File: src/rtl/sdrd_pkg.sv
// sdrd_pkg: shared FSM state, resync code and serial-space address decode for sdrd_deser.
package sdrd_pkg;
    typedef enum logic [1:0] {IDLE, CAPTURE, WAIT_HI} state_t;
    localparam logic [3:0] RESYNC_CODE = 4'hF;
    localparam logic SER_BA13 = 1'b0;
    localparam logic SER_BA12 = 1'b1;
endpackage

File: src/rtl/sdrd_deser_sync_edge.sv
// sync_edge: multi-flop synchroniser with falling-edge detect on the synchronised value.
module sync_edge #(
    parameter int STAGES = 2
) (
    input  logic clk,
    input  logic rst_n,
    input  logic a,
    output logic s,
    output logic fall
);
    logic [STAGES-1:0] d;
    logic              prev;
    logic [STAGES:0]   v;
    // v tracks which samples came from the pin rather than from reset, so a
    // strobe already low at reset release is not mistaken for an edge.
    always_ff @(posedge clk or negedge rst_n) begin
        if (!rst_n) begin
            d    <= '1;
            prev <= 1'b1;
            v    <= '0;
        end else begin
            d[0] <= a;
            for (int i = 1; i < STAGES; i++) d[i] <= d[i-1];
            prev <= d[STAGES-1];
            v    <= {v[STAGES-1:0], 1'b1};
        end
    end
    assign s    = d[STAGES-1];
    assign fall = v[STAGES] & prev & ~d[STAGES-1];
endmodule

File: src/rtl/sdrd_deser.sv
// sdrd_deser: assembles serial sdrd bits, one per qualified bus read, into WIDTH-bit words.
module sdrd_deser
    import sdrd_pkg::*;
#(
    parameter int WIDTH       = 8,
    parameter int SYNC_STAGES = 2
) (
    input  logic                     clk,
    input  logic                     rst_n,
    input  logic                     bus_strb_n,
    input  logic                     sser,
    input  logic [9:0]               ba,
    input  logic                     br_w,
    input  logic                     sdrd,
    output logic [WIDTH-1:0]         word,
    output logic                     word_valid,
    input  logic                     word_ready,
    output logic                     overrun,
    output logic [$clog2(WIDTH):0]   bit_cnt
);
    localparam int CW = $clog2(WIDTH) + 1;
    state_t                 state;
    logic                   strb_s, strb_fall, sdrd_s, qual, last;
    logic [SYNC_STAGES-1:0] sd;
    logic [WIDTH-1:0]       sh, sh_nxt;

    sync_edge #(.STAGES(SYNC_STAGES)) u_strb (
        .clk  (clk),
        .rst_n(rst_n),
        .a    (bus_strb_n),
        .s    (strb_s),
        .fall (strb_fall)
    );

    always_ff @(posedge clk or negedge rst_n) begin
        if (!rst_n) begin
            sd <= '1;
        end else begin
            sd[0] <= sdrd;
            for (int i = 1; i < SYNC_STAGES; i++) sd[i] <= sd[i-1];
        end
    end
    assign sdrd_s = sd[SYNC_STAGES-1];

    assign qual = ~sser & (ba[9] == SER_BA13) & (ba[8] == SER_BA12) & br_w;
    assign last = bit_cnt == CW'(WIDTH - 1);

    always_comb begin
        sh_nxt = sh;
        for (int i = 0; i < WIDTH; i++) sh_nxt[i] = (CW'(i) == bit_cnt) ? sdrd_s : sh[i];
    end

    always_ff @(posedge clk or negedge rst_n) begin
        if (!rst_n) begin
            state      <= IDLE;
            bit_cnt    <= '0;
            sh         <= '0;
            word       <= '0;
            word_valid <= 1'b0;
            overrun    <= 1'b0;
        end else begin
            if (word_valid && word_ready) word_valid <= 1'b0;
            case (state)
                IDLE: if (strb_fall) begin
                    if (qual && ba[3:0] == RESYNC_CODE) begin
                        bit_cnt <= '0;
                        sh      <= '0;
                        state   <= WAIT_HI;
                    end else begin
                        state <= qual ? CAPTURE : WAIT_HI;
                    end
                end
                CAPTURE: begin
                    state <= WAIT_HI;
                    if (last) begin
                        word       <= sh_nxt;
                        word_valid <= 1'b1;
                        sh         <= '0;
                        bit_cnt    <= '0;
                        if (word_valid && !word_ready) overrun <= 1'b1;
                    end else begin
                        sh      <= sh_nxt;
                        bit_cnt <= bit_cnt + 1'b1;
                    end
                end
                WAIT_HI: if (strb_s) state <= IDLE;
                default: state <= IDLE;
            endcase
        end
    end
endmodule

File: config.mk
export PLATFORM = sky130hd
export DESIGN_NAME = sdrd_deser
export DESIGN_NICKNAME = d
export VERILOG_FILES = /design/src/rtl/sdrd_pkg.sv /design/src/rtl/sdrd_deser_sync_edge.sv /design/src/rtl/sdrd_deser.sv
export SDC_FILE = /design/constraint.sdc
export NUM_CORES = 1
export LEC_CHECK = 0
export BUFFER_PORTS_ARGS = -buffer_cell sky130_fd_sc_hd__buf_2
export CELL_PAD_IN_SITES_DETAIL_PLACEMENT = 1
export CELL_PAD_IN_SITES_GLOBAL_PLACEMENT = 1
export CORE_MARGIN = 4
export CORE_UTILIZATION = 37
export DETAILED_ROUTE_END_ITERATION = 7
export PLACE_DENSITY = 0.71
export SETUP_SLACK_MARGIN = 0.15
export SYNTH_ARGS = -nofsm -noshare
export SYNTH_HDL_FRONTEND = slang
export SYNTH_SLANG_ARGS = --single-unit
File: constraint.sdc
create_clock -name clk -period 1.6 [get_ports clk]
set_clock_uncertainty 0.2 [all_clocks]
set_input_delay 0 -clock clk [delete_from_list [all_inputs] [get_ports clk]]
set_output_delay 0 -clock clk [all_outputs]
set_load 0.02 [all_outputs]
==> summary.md <==
| Metric | Value |
|---|---|
| Wire length of the first global-routing pass | `6790 µm` |
| Final setup viols | `17` |
| Post-Synthesis Cell Area | `1460 µm²` |
| DP Cell Count | `216` |
| Class of the most critical hold timing path | `input port to flip-flop` |
| Yosys top cell area share | `44.4%` |
| Sequential Power Share | `39.9%` |
| Most used flip-flop cell after synthesis | `dfrtp_1` |
| Wirelength, routed | `4270 µm` |
| Via count of the first global-routing pass | `1,351` |
| TritonCTS clock tree | `yes` |
| Cell type contributing the most total cell area after synthesis | `dfrtp_1` |
| Die width | `70.9 µm` |
| RSZ-0062 raised after global routing | `true` |
| Worst vdd rail ir drop | `678 µV` |
| Area growth from synthesis to layout | `51.7%` |
| Area contributors post-synth | `dfrtp_1 (44%), dfstp_2 (9.0%), inv_1 (4.1%)` |
| Time the final worst path needs with I/O delays and setup | `1.76 ns` |
| Total global-route track usage | `17.6%` |
| Final sum of negative setup slack | `-1.23 ns` |
| Y dimension of the die | `70.9 µm` |
| Buffers on Ports | `26` |
| Initial detailed-routing violation count | `40` |
| H-Tree Level Count | `2` |
| Synth cell count leaders | `dfrtp_1 (26), inv_1 (16), nand2_1 (8)` |
| Final Non-Filler Cells | `241` |
| Number of synthesized register bits | `31` |
| Full die area | `5030 µm²` |
| Instance count of the mapped netlist | `131` |
| Clk pin slew, worst setup/hold paths | `0.07 ns` |
| Total power consumption of the routed design | `2340 µW` |
| Diode count | `0` |
| Mean cell area of the mapped netlist | `11.2 µm²` |
| Final number of hold-violating endpoints | `0` |
| CTS Buf Count | `5` |
| I/O pin cnt | `31` |
| Initial antenna violation count | `0` |
| Worst Setup Start Kind | `flip-flop` |
| Number of maximum-capacitance violations | `0` |
| Final-report max-slew violation count | `0` |
| Critical path data arrival time | `1.77 ns` |
| Number of flops mapped to enable cells by yosys | `0` |
| Fin crit share | `110%` |
| Nets@finish | `213` |
| Post-synthesis async set-or-reset flop share | `100%` |
| Power density relative to cell area | `1050 nW/µm²` |
| Part of the power in the clock network | `34.6%` |
| Crit Path Max Fanout | `5` |
| Area of the core | `3740 µm²` |
| Net count after synthesis | `152` |
| Total number of yosys warnings | `0` |
| Data required time at the worst endpoint | `1.61 ns` |
| Deepest clock path buffer count | `2` |
| Post-detailed-route via-to-cell ratio | `5.21` |
| Number of distinct library cells after synthesis | `36` |
| Number of design rule violations left after detail routing | `0` |
| Remaining global-route overflow | `0` |
| Later-pin clock latency in the skew report | `0.29 ns` |
| Final estimated routing congestion in global placement | `0.797` |
| Net switching power figure | `681 µW` |
| CTS Sinks | `31` |
| Start-to-end type of the worst setup path | `flip-flop to flip-flop` |
| CP Capture Type | `flip-flop` |
| Detail Route Antenna Nets | `0` |
| Core Rows | `22` |
| Setup slack after layout | `-0.162 ns` |
| Logic pwr share | `25.5%` |
| Max-slew headroom at the worst pin | `53.4%` |
| Root buffer cell | `clkbuf_8` |
| HPWL reported at the end of detailed placement | `2620 µm` |
| Result of the run | `finished with violations` |
| Pleak | `0.00104 µW` |
| Initial core utilization | `39.1%` |
| Proportion of total power due to net switching | `29.1%` |
| Largest net degree at the start of global routing | `32` |
| Most common cell in the synthesized netlist | `dfrtp_1` |
| Transition time at the pin with the least slew margin | `0.698 ns` |
| Ratio of cells with drive above 1 in the final layout | `48.7%` |
| Internal power consumption | `1660 µW` |
| Proportion of synthesized chip area in sequential cells | `53.4%` |
| Highest Clock Rate | `568 MHz` |
| First-pass iteration count of the detailed router | `4` |
| Wirelength per Cell | `17.7 µm` |
| Violated checks | `negative setup slack` |
| Count of vias placed by the detailed router | `1,256` |
[layout by cell type (no fill, tap or decap), types with 2 or more instances in the layout]
| cell | netlist | routed |
|---|---|---|
| buf_2 | 3 | 26 |
| dfrtp_1 | 26 | 23 |
| buf_4 | 1 | 15 |
| inv_1 | 16 | 14 |
| dlygate4sd3_1 | 0 | 9 |
| nand2_1 | 8 | 7 |
| buf_6 | 0 | 7 |
| clkbuf_8 | 0 | 6 |
| nand4_1 | 5 | 5 |
| o221ai_2 | 0 | 5 |
| dfstp_2 | 5 | 5 |
| nand3b_1 | 4 | 4 |
| nand4b_1 | 4 | 4 |
| nand2b_1 | 4 | 4 |
| ha_4 | 0 | 4 |
| mux2i_1 | 3 | 3 |
| mux2_2 | 4 | 3 |
| o21ai_0 | 6 | 3 |
| or4b_1 | 3 | 3 |
| a31oi_1 | 4 | 3 |
| dfrtp_2 | 0 | 3 |
| inv_4 | 0 | 2 |
| nor3b_1 | 4 | 2 |
| o211ai_1 | 2 | 2 |
| nor3b_2 | 0 | 2 |
| nor2_1 | 2 | 2 |
| o21ai_2 | 0 | 2 |
[per-stage QoR]
stage | cell area (µm²) | util, % | hold slack (ns) | worst slack (ns)
final | 2220 | 59.3 | 0.0591 | -0.162
after global routing | 2220 | 59.3 | 0.149 | -0.212
after CTS | 2100 | 56.0 | 0.0753 | -0.0610
after detailed placement | 1770 | 47.2 | -0.106 | -0.140
after global placement | 1770 | 47.2 | -0.131 | -0.0656
after floorplan | 1490 | - | -0.496 | -0.109
[worst paths after layout]
kind / start / cells after the start / end / slack [ns]
worst max-delay path: bit_cnt[1]$_DFFE_PN0P_ / 5 / sh[4]$_DFFE_PN0P_ / -0.16
worst min-delay path: ba[8] / 4 / state[1]$_DFFE_PN0P_ / 0.06
worst max register to register: bit_cnt[1]$_DFFE_PN0P_ / 5 / sh[4]$_DFFE_PN0P_ / -0.16
worst min register to register: u_strb.d[0]$_DFF_PN1_ / 0 / u_strb.d[1]$_DFF_PN1_ / 0.15
max in group asynchronous: rst_n / 2 / state[1]$_DFFE_PN0P_ / 0.61
min in group asynchronous: rst_n / 2 / sh[1]$_DFFE_PN0P_ / 0.10
[cell families after synthesis]
logic type / Yosys count / share of synthesized area, %
other cells: 1 / 0.256
compound gates: 22 / 10.9
simple gates: 45 / 21.0
flops: 31 / 53.4
fa+ha+maj: 4 / 3.42
mux: 7 / 5.13
buf+inv: 21 / 5.90
[state kept, by name (all words and copies together), names as in the netlist]
register / flops
u_strb.d: 2
sd: 2
word_valid: 1
sh: 7
word: 8
u_strb.prev: 1
bit_cnt: 4
overrun: 1
u_strb.v: 3
state: 2
[layout make-up]
cell class	count	area, µm²
timing repair buffer	59	447
sequential	31	786
multi-input combinational	79	746
fill	408	1520
tap	48	60.1
clock buffer	6	82.6
inverter	16	65.1
clock inverter	2	35.0
[what timing repair did]
item                                   CTS  global route
hold buffers                             9             0
endpoints found under the hold margin   36             0
setup buffers                            5             3
gates resized for setup                 20            18
pin swaps                                4             5
setup endpoints to repair               21            21
gates cloned                             0             0
[power by group through the flow]
stage / registers (µW) / clock network [µW] / logic [µW]
finish: 934 / 810 / 597
global route: 944 / 866 / 646
CTS: 928 / 818 / 519
detailed placement: 935 / 0 / 421
global placement: 926 / 0 / 400
floorplan: 963 / 0 / 209
[critical path, cell delays in order (launching register included)]
cell and delay, ns:
dfrtp_2 0.46, ha_4 0.18, nand3b_1 0.12, buf_6 0.15
or4b_1 0.48, o221ai_2 0.09
[per-layer routing]
metal | vias up | wire [µm] | global-route usage, %
met5 | - | 0 | 0
met4 | 0 | 69 | 5.01
met3 | 10 | 156 | 4.40
met2 | 25 | 2320 | 33.3
met1 | 627 | 1720 | 19.4
li1 | 594 | - | -
No activity file was read; power rests on OpenSTA's default activity.
